<file path="src/rtl/multicycle_controller.sv">
// Moore FSM sequencer for the multicycle MIPS-lite datapath: drives every
// datapath select/enable per state and arbitrates the shared memory handshake.
module multicycle_controller #(
    parameter logic [3:0]  RESET_STATE = 4'd0,
    parameter int unsigned MAX_WAIT    = 8
) (
    input  logic       clk,
    input  logic       reset,
    input  logic [5:0] opcode,
    input  logic       zero,
    input  logic       mem_ready,
    output logic       pcwrite,
    output logic       pcwritecond,
    output logic       iord,
    output logic       memread,
    output logic       memwrite,
    output logic       irwrite,
    output logic       memtoreg,
    output logic       regdst,
    output logic       regwrite,
    output logic       alusrca,
    output logic [1:0] alusrcb,
    output logic       extsel,
    output logic [1:0] aluop,
    output logic [1:0] pcsource,
    output logic       instr_done,
    output logic       trap,
    output logic [3:0] state
);

    typedef enum logic [3:0] {
        FETCH  = 4'd0,  DECODE = 4'd1,  MEMADR = 4'd2,  MEMRD = 4'd3,
        MEMWB  = 4'd4,  MEMWR  = 4'd5,  EXEC   = 4'd6,  RCOMP = 4'd7,
        BRANCH = 4'd8,  JUMP   = 4'd9,  ORIEX  = 4'd10, ORIWB = 4'd11,
        TRAP   = 4'd12
    } state_t;

    localparam logic [5:0] OP_LW  = 6'b100011;
    localparam logic [5:0] OP_SW  = 6'b101011;
    localparam logic [5:0] OP_R   = 6'b000000;
    localparam logic [5:0] OP_BEQ = 6'b000100;
    localparam logic [5:0] OP_J   = 6'b000010;
    localparam logic [5:0] OP_ORI = 6'b001101;

    localparam int unsigned    CW        = (MAX_WAIT > 1) ? $clog2(MAX_WAIT + 1) : 1;
    localparam logic [CW-1:0]  WAIT_LAST = (MAX_WAIT == 0) ? '0 : CW'(MAX_WAIT - 1);

    state_t        cur, nxt;
    logic [CW-1:0] wait_cnt;
    logic          waiting;
    logic          timeout;

    // The cycle that would be the MAX_WAIT-th stalled cycle diverts to TRAP.
    always_comb begin
        waiting = ((cur == FETCH) || (cur == MEMRD) || (cur == MEMWR)) && !mem_ready;
        timeout = waiting && (MAX_WAIT != 0) && (wait_cnt == WAIT_LAST);
    end

    always_ff @(posedge clk) begin
        if (reset) begin
            cur      <= state_t'(RESET_STATE);
            wait_cnt <= '0;
        end else begin
            cur <= nxt;
            if (!waiting || (nxt != cur))
                wait_cnt <= '0;
            else
                wait_cnt <= wait_cnt + 1'b1;
        end
    end

    always_comb begin
        nxt         = cur;
        pcwrite     = 1'b0;
        pcwritecond = 1'b0;
        iord        = 1'b0;
        memread     = 1'b0;
        memwrite    = 1'b0;
        irwrite     = 1'b0;
        memtoreg    = 1'b0;
        regdst      = 1'b0;
        regwrite    = 1'b0;
        alusrca     = 1'b0;
        alusrcb     = 2'b00;
        extsel      = 1'b0;
        aluop       = 2'b00;
        pcsource    = 2'b00;
        instr_done  = 1'b0;
        trap        = 1'b0;

        unique case (cur)
            FETCH: begin
                memread = 1'b1;
                alusrcb = 2'b01;
                irwrite = mem_ready;
                pcwrite = mem_ready;
                if (mem_ready) nxt = DECODE;
            end
            DECODE: begin
                alusrcb = 2'b11;
                unique case (opcode)
                    OP_LW, OP_SW: nxt = MEMADR;
                    OP_R:         nxt = EXEC;
                    OP_BEQ:       nxt = BRANCH;
                    OP_J:         nxt = JUMP;
                    OP_ORI:       nxt = ORIEX;
                    default:      nxt = TRAP;
                endcase
            end
            MEMADR: begin
                alusrca = 1'b1;
                alusrcb = 2'b10;
                nxt     = (opcode == OP_SW) ? MEMWR : MEMRD;
            end
            MEMRD: begin
                memread = 1'b1;
                iord    = 1'b1;
                if (mem_ready) nxt = MEMWB;
            end
            MEMWB: begin
                regwrite   = 1'b1;
                memtoreg   = 1'b1;
                instr_done = 1'b1;
                nxt        = FETCH;
            end
            MEMWR: begin
                memwrite   = 1'b1;
                iord       = 1'b1;
                instr_done = mem_ready;
                if (mem_ready) nxt = FETCH;
            end
            EXEC: begin
                alusrca = 1'b1;
                aluop   = 2'b10;
                nxt     = RCOMP;
            end
            RCOMP: begin
                regwrite   = 1'b1;
                regdst     = 1'b1;
                instr_done = 1'b1;
                nxt        = FETCH;
            end
            BRANCH: begin
                alusrca     = 1'b1;
                aluop       = 2'b01;
                pcwritecond = 1'b1;
                pcsource    = 2'b01;
                instr_done  = 1'b1;
                nxt         = FETCH;
            end
            JUMP: begin
                pcwrite    = 1'b1;
                pcsource   = 2'b10;
                instr_done = 1'b1;
                nxt        = FETCH;
            end
            ORIEX: begin
                alusrca = 1'b1;
                alusrcb = 2'b10;
                extsel  = 1'b1;
                aluop   = 2'b11;
                nxt     = ORIWB;
            end
            ORIWB: begin
                regwrite   = 1'b1;
                instr_done = 1'b1;
                nxt        = FETCH;
            end
            TRAP: begin
                trap = 1'b1;
                nxt  = TRAP;
            end
            default: nxt = TRAP;
        endcase

        if (timeout) nxt = TRAP;
    end

    always_comb state = cur;

endmodule

</file>
<file path="config.mk">
export PLATFORM = sky130hd
export DESIGN_NAME = multicycle_controller
export DESIGN_NICKNAME = d
export VERILOG_FILES = /design/src/rtl/multicycle_controller.sv
export SDC_FILE = /design/constraint.sdc
export NUM_CORES = 1
export LEC_CHECK = 0
export ABC_AREA = 1
export CORE_MARGIN = 10
export CORE_UTILIZATION = 43
export DETAILED_ROUTE_END_ITERATION = 8
export PLACE_DENSITY = 0.83
export SKIP_CTS_REPAIR_TIMING = 1
export SLEW_MARGIN = 20
export SYNTH_ARGS = -nofsm -noshare
export SYNTH_HDL_FRONTEND = slang
export SYNTH_SLANG_ARGS = --single-unit
export TNS_END_PERCENT = 10
</file>
<file path="constraint.sdc">
create_clock -name clk -period 2.1 [get_ports clk]
set_input_delay 0.21 -clock clk [delete_from_list [all_inputs] [get_ports clk]]
set_output_delay 0.21 -clock clk [all_outputs]
set_load 0.01 [all_outputs]
</file>
# Word-level counts from Yosys, hierarchy flattened
# Index checks and enable logic that the tools add are counted.
# word_totals
word_cells	62
out_inout_bits	23
inputBits	10
reg_bits	8
# op_classes
add_sub_neg	1
mux	23
n_reduce_logical	17
n_eq_ne	19
# op_table
op	count
$pmux 4 s8	1
$eq 4x3->1 const B	5
$eq 4x4->1 const B	5
$pmux 4 s5	1
$mux 4	4
$eq 6x6->1 const B	2
$pmux 2 s3	2
$mux 1	11
$reduce_or 2->1	5
$eq 4x2->1 const B	2
$eq 6x2->1 const B	1
$eq 6x3->1 const B	1
$eq 6x4->1 const B	1
$logic_not 6->1	1
$reduce_or 5->1	1
$add 4x1->4 const B	1
$eq 4x1->1 const B	1
$logic_not 4->1	1
$ne 4x4->1	1
$pmux 1 s2	2
$pmux 2 s2	1
$reduce_or 4->1	1
$logic_or 1x1->1	3
$mux 3	1
other kinds (3)	5

# Logic depth before layout (Yosys ltp)
# Gate-level depths: netlist of run 1.
# depth
word_depth	9
depth_mapped	9
mapped_depth_nobuf	9

# Worst setup path before layout of run 1
# No wires, ideal clock.
# synth_path
kind	register to output
from	register cur[3] (netlist: state[3])
to	output port pcsource[0]
required_ns	1.890
slack_ns	0.746
path_buffers	1
path_stages_with_launch	6
t_arrival_ns	1.144
cell_sequence	dfxtp_1 > inv_2 > nor2_1 > inv_1 > nor2_1 > buf_4
# synth_via
elab_chain_cells	2
elab_cells_between_ends	3
classes_between	eq/ne (2); mux (1)
# synth_rtl
item	line_no	source
from (decl)	48	state_t cur, nxt;
from (signal assigned)	61	cur <= state_t'(RESET_STATE);
from (signal assigned)	64	cur <= nxt;
$eq 4x4->1	91	unique case (cur)
$pmux 2 s2 (*)	91	
to (decl)	25	output logic [1:0] pcsource,
# Mark *: on every way between the ends. The rest lies on a longest branch, timed or not.

# Final worst setup path of run 1
# layout_path
from	register cur[3] (netlist: state[3])
to	output port instr_done
# layout_via
elab_chain_cells	3
elab_cells_between_ends	8
classes_between	eq/ne (6); mux (1); reduce/logical (1)
# layout_rtl
item	line_no	source
$eq 4x4->1 / $eq 4x3->1 (equally long branches)	91	
$reduce_or 5->1 (no source line)	--	
$pmux 1 s2 (*)	91	
to (decl)	26	output logic instr_done,
# Marked as above.

==> flow_metrics.tcl, run 1 <==
set metrics [dict create \
    status "finished clean" \
    diodes 0 \
    synthAdderAreaFrac_pct 1.77 \
    fin_crit_sh_pct 94.4 \
    hpwl_mm 1.79 \
    synth.distinct_cells 22 \
    powerDensity_nw_per_um2 450 \
    yosys_warnings 0 \
    grt_pass1_vias 796 \
    antenna_found_initial 0 \
    hold_depth 1 \
    synth_top_area_cell "dfxtp_1" \
    drcViolationCount 0 \
    ant_nets 0 \
    hold_path.class "reg2reg" \
    fin_nets 168 \
    clock.fmax_ghz 0.504 \
    grt_pass1_wl_mm 3.33 \
    syn2layout_area_growth_pct 50.7 \
    relSlewSlack_pct 80.4 \
    via_count 893 \
    synth_top_family_by_area "simple AND/OR/NAND/NOR gates" \
    worstPathArrival_ns 1.77 \
    hold_viol 0 \
    overflow 0 \
    finalCriticalPeriod_ns 1.98 \
    rsz0062_at_grt "no" \
    synth_edf_count 0 \
    root_buffer "clkbuf_4" \
    post_drt_wl_per_cell_um 12.3 \
    syn_avg_cell_area_um2 5.78 \
    vias_per_cell 5.22 \
    first_pass_iters 4 \
    setup_violations 0 \
    coreArea_um2 1520 \
    cp_data_required_time_ns 1.89 \
    synth-simple-area-share_pct 56.0 \
    synthXorXnorAreaFrac_pct 2.48 \
    clock_sinks 8 \
    start_util_pct 46.3 \
    synth-compound-area-share_pct 5.85 \
    cts_tree "done" \
    path_class "reg2out" \
    finish.utilization_pct 69.8 \
    synthTopCellsByCount "37 x nor2_1, 17 x nand2_1, 15 x inv_1, 13 x nand3_1, 8 x dfxtp_1" \
    critPathLaunchType "flop" \
    cts_buffer_depth 2 \
    grt_start_max_net_pins 9 \
    synthCells 122 \
    reg2reg_depth 9 \
    power_leakage_nw 0.490 \
    synth_top_area_share_pct 22.7 \
    fin_skew_ns 0.00821 \
    cts_buffers 3 \
    die-area_um2 3660 \
    crit_path_end_kind "output port" \
    drive_gt1_share_pct 16.1 \
    die_w_um 60.5 \
    cp_max_fo 7 \
    insertion_delay_ns 0.25 \
    clkTransAtPathRegs_ns 0.05 \
    ios 33 \
    portBuffers 31 \
    synth_seq_cells 8 \
    drt_wl_total_mm 2.10 \
    setup_tns_ns 0 \
    muxShareOfSynthArea_pct 0 \
    drt_iter0_drc 11 \
    drv_cap 0 \
    drv_slew 0 \
    synth.net_count 133 \
    htree_levels 1 \
    worstMarginPinSlew_ns 0.294 \
    grt_usage_pct 11.0 \
    die_y_um 60.5 \
    synth_area_leaders "dfxtp_1 23%, nor2_1 20%, nand3_1 9.2%" \
    pre_cts_ws_ns 0.274 \
    row_count 14 \
    fin_ws_ns 0.117 \
    yosysSeqAreaShare_pct 22.7 \
    vdd_drop_max_uv 469 \
    yosysMostFrequentCell "nor2_1" \
    place_congestion 0.866 \
    synth-main-ff-cell "dfxtp_1" \
    synthArstFlopShare_pct 0 \
    synth_area_um2 706 \
]
cell usage in the layout (no fill, tap or decap):
cell type	Yosys	routed
nand2_2	6	6
xnor2_1	1	1
clkbuf_4	0	3
a21oi_1	1	1
xor2_1	1	1
clkinv_1	1	1
nor2_1	37	36
dfxtp_1	8	4
nand3b_1	1	1
inv_2	3	3
nand4_1	2	2
nor2_2	3	3
nor3_2	1	1
nor2_4	1	2
inv_1	15	15
nand2_1	17	17
nand3_1	13	13
ha_1	1	1
nand3_2	3	3
o221ai_1	1	1
o22ai_1	2	2
o21ai_0	3	3
dfxtp_2	0	4
clkdlybuf4s50_1	0	31
power breakdown:
group	switching [mW]	total (mW)	internal [mW]
registers	0.0130	0.174	0.160
logic	0.0966	0.191	0.0940
clock network	0.0490	0.114	0.0652
total	0.159	0.478	0.320
final timing paths:
check / from / end / slack [ns]
setup / recovery: state[3]$_SDFF_PP0_ / instr_done / 0.12
hold / removal: wait_cnt[0]$_SDFF_PP0_ / wait_cnt[0]$_SDFF_PP0_ / 0.45
setup reg to reg: state[0]$_SDFF_PP0_ / state[0]$_SDFF_PP0_ / 0.79
hold reg to reg: wait_cnt[0]$_SDFF_PP0_ / wait_cnt[0]$_SDFF_PP0_ / 0.45
cell type report:
type	instances	area (um^2)
clock buffer	3	22.5
sequential	8	165
fill	133	460
tap	16	20.0
timing repair buffer	31	310
multi-input combinational	94	474
inverter	19	71.3
logic make-up (layout without fill, tap and decap cells):
group	Yosys count	count (layout)
AND/OR/NAND/NOR	84	84
adder cells (fa/ha/maj)	1	1
XOR/XNOR	2	2
buffers and inverters	20	53
AO/OA/AOI/OAI	7	7
flip-flops	8	8
layer usage:
layer,global-route usage (%),up-vias,share of wire (%)
met5,0,-,0
met4,1.88,0,0
met3,3.34,0,11
met2,20.4,39,50
met1,12.1,400,39
li1,-,454,-
worst max-delay path, cell delays in order (launching register included):
cell             delay, ns
dfxtp_2               0.40
inv_2                 0.07
nor2_1                0.13
inv_1                 0.13
o221ai_1              0.21
clkdlybuf4s50_1       0.58
registers in the layout, summed over array words and instances (netlist names):
register  count
wait_cnt      4
state         4
metrics by stage:
step	instance area [um^2]	hold slack (ns)	total power, mW	std cells
6_report	1060	0.449	0.478	171
5_1_grt	1060	0.468	0.511	171
4_1_cts	1050	0.455	0.479	171
3_5_place_dp	1030	0.442	0.364	168
3_3_place_gp	1030	0.433	0.360	168
2_1_floorplan	706	0.282	0.271	122
Power figures use the tool's default switching activity.
==> inputs of run 2 (changes only) <==
==> constraint.sdc (replaced) <==
create_clock -name clk -period 2.1 [get_ports clk]
set_input_delay 0.21 -clock clk [delete_from_list [all_inputs] [get_ports clk]]
set_output_delay 0.21 -clock clk [all_outputs]
set_load 0.005 [all_outputs]
==> flow_metrics.tcl, run 2 (synthesis gave the netlist of run 1 again) <==
set metrics [dict create \
    status "finished clean" \
    via_count 879 \
    regArea_um2 163 \
    die_w_um 60.5 \
    drv_slew 0 \
    hold_start "wait_cnt[0]$_SDFF_PP0_" \
    path_cells "inv_2, nor2_1, inv_1, o221ai_1, clkdlybuf4s50_1" \
    fin_crit_sh_pct 96.6 \
    grt_start_max_net_pins 9 \
    vdd_drop_max_uv 458 \
    post_drt_wl_per_cell_um 12.0 \
    switchingPower_mw 0.144 \
    diodes 0 \
    cts_buffers 3 \
    cp_data_required_time_ns 1.89 \
    crit_path_end_kind "output port" \
    multi_input_area_um2 467 \
    cp_slowest_cell "clkdlybuf4s50_1" \
    timing.rr.start "state[3]$_SDFF_PP0_" \
    p_int_mw 0.318 \
    htree_levels 1 \
    switching_share_pct 31.2 \
    grt_usage_pct 10.8 \
    hold_depth 1 \
    die_y_um 60.5 \
    p_clk_share_pct 24.3 \
    path_delay_family "buffers and inverters" \
    hpwl_mm 1.78 \
    drt_iter0_drc 10 \
    cts_tree "done" \
    hold_viol 0 \
    antenna_found_initial 0 \
    slowest_delay_ns 0.54 \
    fillers 135 \
    row_count 14 \
    drive_gt1_share_pct 14.2 \
    rsz0062_at_grt "no" \
    fin_nets 168 \
    p_comb_share_pct 38.2 \
    clock_sinks 8 \
    worstMarginPinSlew_ns 0.289 \
    syn2layout_area_growth_pct 49.3 \
    p_seq_share_pct 37.5 \
    start_util_pct 46.3 \
    first_pass_iters 4 \
    root_buffer "clkbuf_4" \
    critPathLaunchType "flop" \
    hold_end "wait_cnt[0]$_SDFF_PP0_" \
    coreArea_um2 1520 \
    powerDensity_nw_per_um2 438 \
    dpl-instance-area_um2 1030 \
    worst-path-buf-inv 3 \
    cp_max_fo 7 \
    insertion_delay_ns 0.25 \
    grt_pass1_wl_mm 3.28 \
    drv_cap 0 \
    hold_path.class "reg2reg" \
    die-area_um2 3660 \
    grt_pass1_vias 772 \
    power_leakage_nw 0.487 \
    cts_buffer_depth 2 \
    setup_violations 0 \
    drt_wl_total_mm 2.05 \
    vias_per_cell 5.14 \
    setup_tns_ns 0 \
    overflow 0 \
    relSlewSlack_pct 80.6 \
    final_area_um2 1050 \
    drcViolationCount 0 \
    path_class "reg2out" \
    worstPathArrival_ns 1.82 \
    rrSetupSlack_ns 0.77 \
    finish.utilization_pct 69.1 \
    clock.fmax_ghz 0.493 \
    reg2reg_depth 9 \
    clkTransAtPathRegs_ns 0.05 \
    final_cell_mix "37 x nor2_1, 31 x clkdlybuf4s50_1, 17 x nand2_1" \
    fin_skew_ns 0.000797 \
    portBuffers 31 \
    place_congestion 0.866 \
    reg2reg_to "state[2]$_SDFF_PP0_" \
    ios 33 \
    ant_nets 0 \
    final_common_cell "nor2_1" \
    finalCriticalPeriod_ns 2.03 \
]
## run 2: worst max-delay path by stage
stage,start,cells after the start,end
CTS,state[0]$_SDFF_PP0_,5,alusrcb[1]
floorplan,state[3]$_SDFF_PP0_,5,pcsource[0]
global placement,mem_ready,4,instr_done
detailed placement,mem_ready,4,irwrite
finish,state[3]$_SDFF_PP0_,5,instr_done
global route,state[3]$_SDFF_PP0_,5,regwrite
## run 2: power groups by stage
stage / Clock [mW] / Sequential (mW) / Combinational [mW]
detailed placement: 0 / 0.175 / 0.178
global route: 0.124 / 0.174 / 0.195
global placement: 0 / 0.174 / 0.175
floorplan: 0 / 0.173 / 0.0872
finish: 0.112 / 0.173 / 0.176
CTS: 0.115 / 0.172 / 0.179
## run 2: cell type report
type	instances	area share (%)
multi-input combinational	94	44.3
sequential	8	15.4
inverter	19	6.77
clock buffer	3	2.14
timing repair buffer	31	29.5
tap	16	1.90
## run 2: through the flow
step	worst slack (ns)	cells	hold WS, ns	total power [mW]
2_1_floorplan	0.881	122	0.282	0.260
3_3_place_gp	0.321	168	0.433	0.349
3_5_place_dp	0.305	168	0.453	0.353
4_1_cts	0.0562	171	0.459	0.466
5_1_grt	0.00917	171	0.472	0.492
6_report	0.0709	171	0.458	0.462
## run 2: metal layers
layer / wire length [um] / vias to the layer above / global-route usage [%] / part of all wire, %
li1: - / 455 / - / -
met1: 887 / 388 / 12.2 / 43
met2: 973 / 36 / 19.4 / 47
met3: 190 / 0 / 4.38 / 9.3
met4: 0 / 0 / 0.940 / 0
met5: 0 / - / 0 / 0
==> inputs of run 3 (changes only) <==
--- a/config.mk
+++ b/config.mk
@@ -9,6 +9,7 @@
 export CORE_MARGIN = 10
 export CORE_UTILIZATION = 43
 export DETAILED_ROUTE_END_ITERATION = 8
+export HOLD_SLACK_MARGIN = 0.05
 export PLACE_DENSITY = 0.83
 export SKIP_CTS_REPAIR_TIMING = 1
 export SLEW_MARGIN = 20
==> results of run 3 <==
The final DEF is identical to that of run 2; final timing and power are the same.
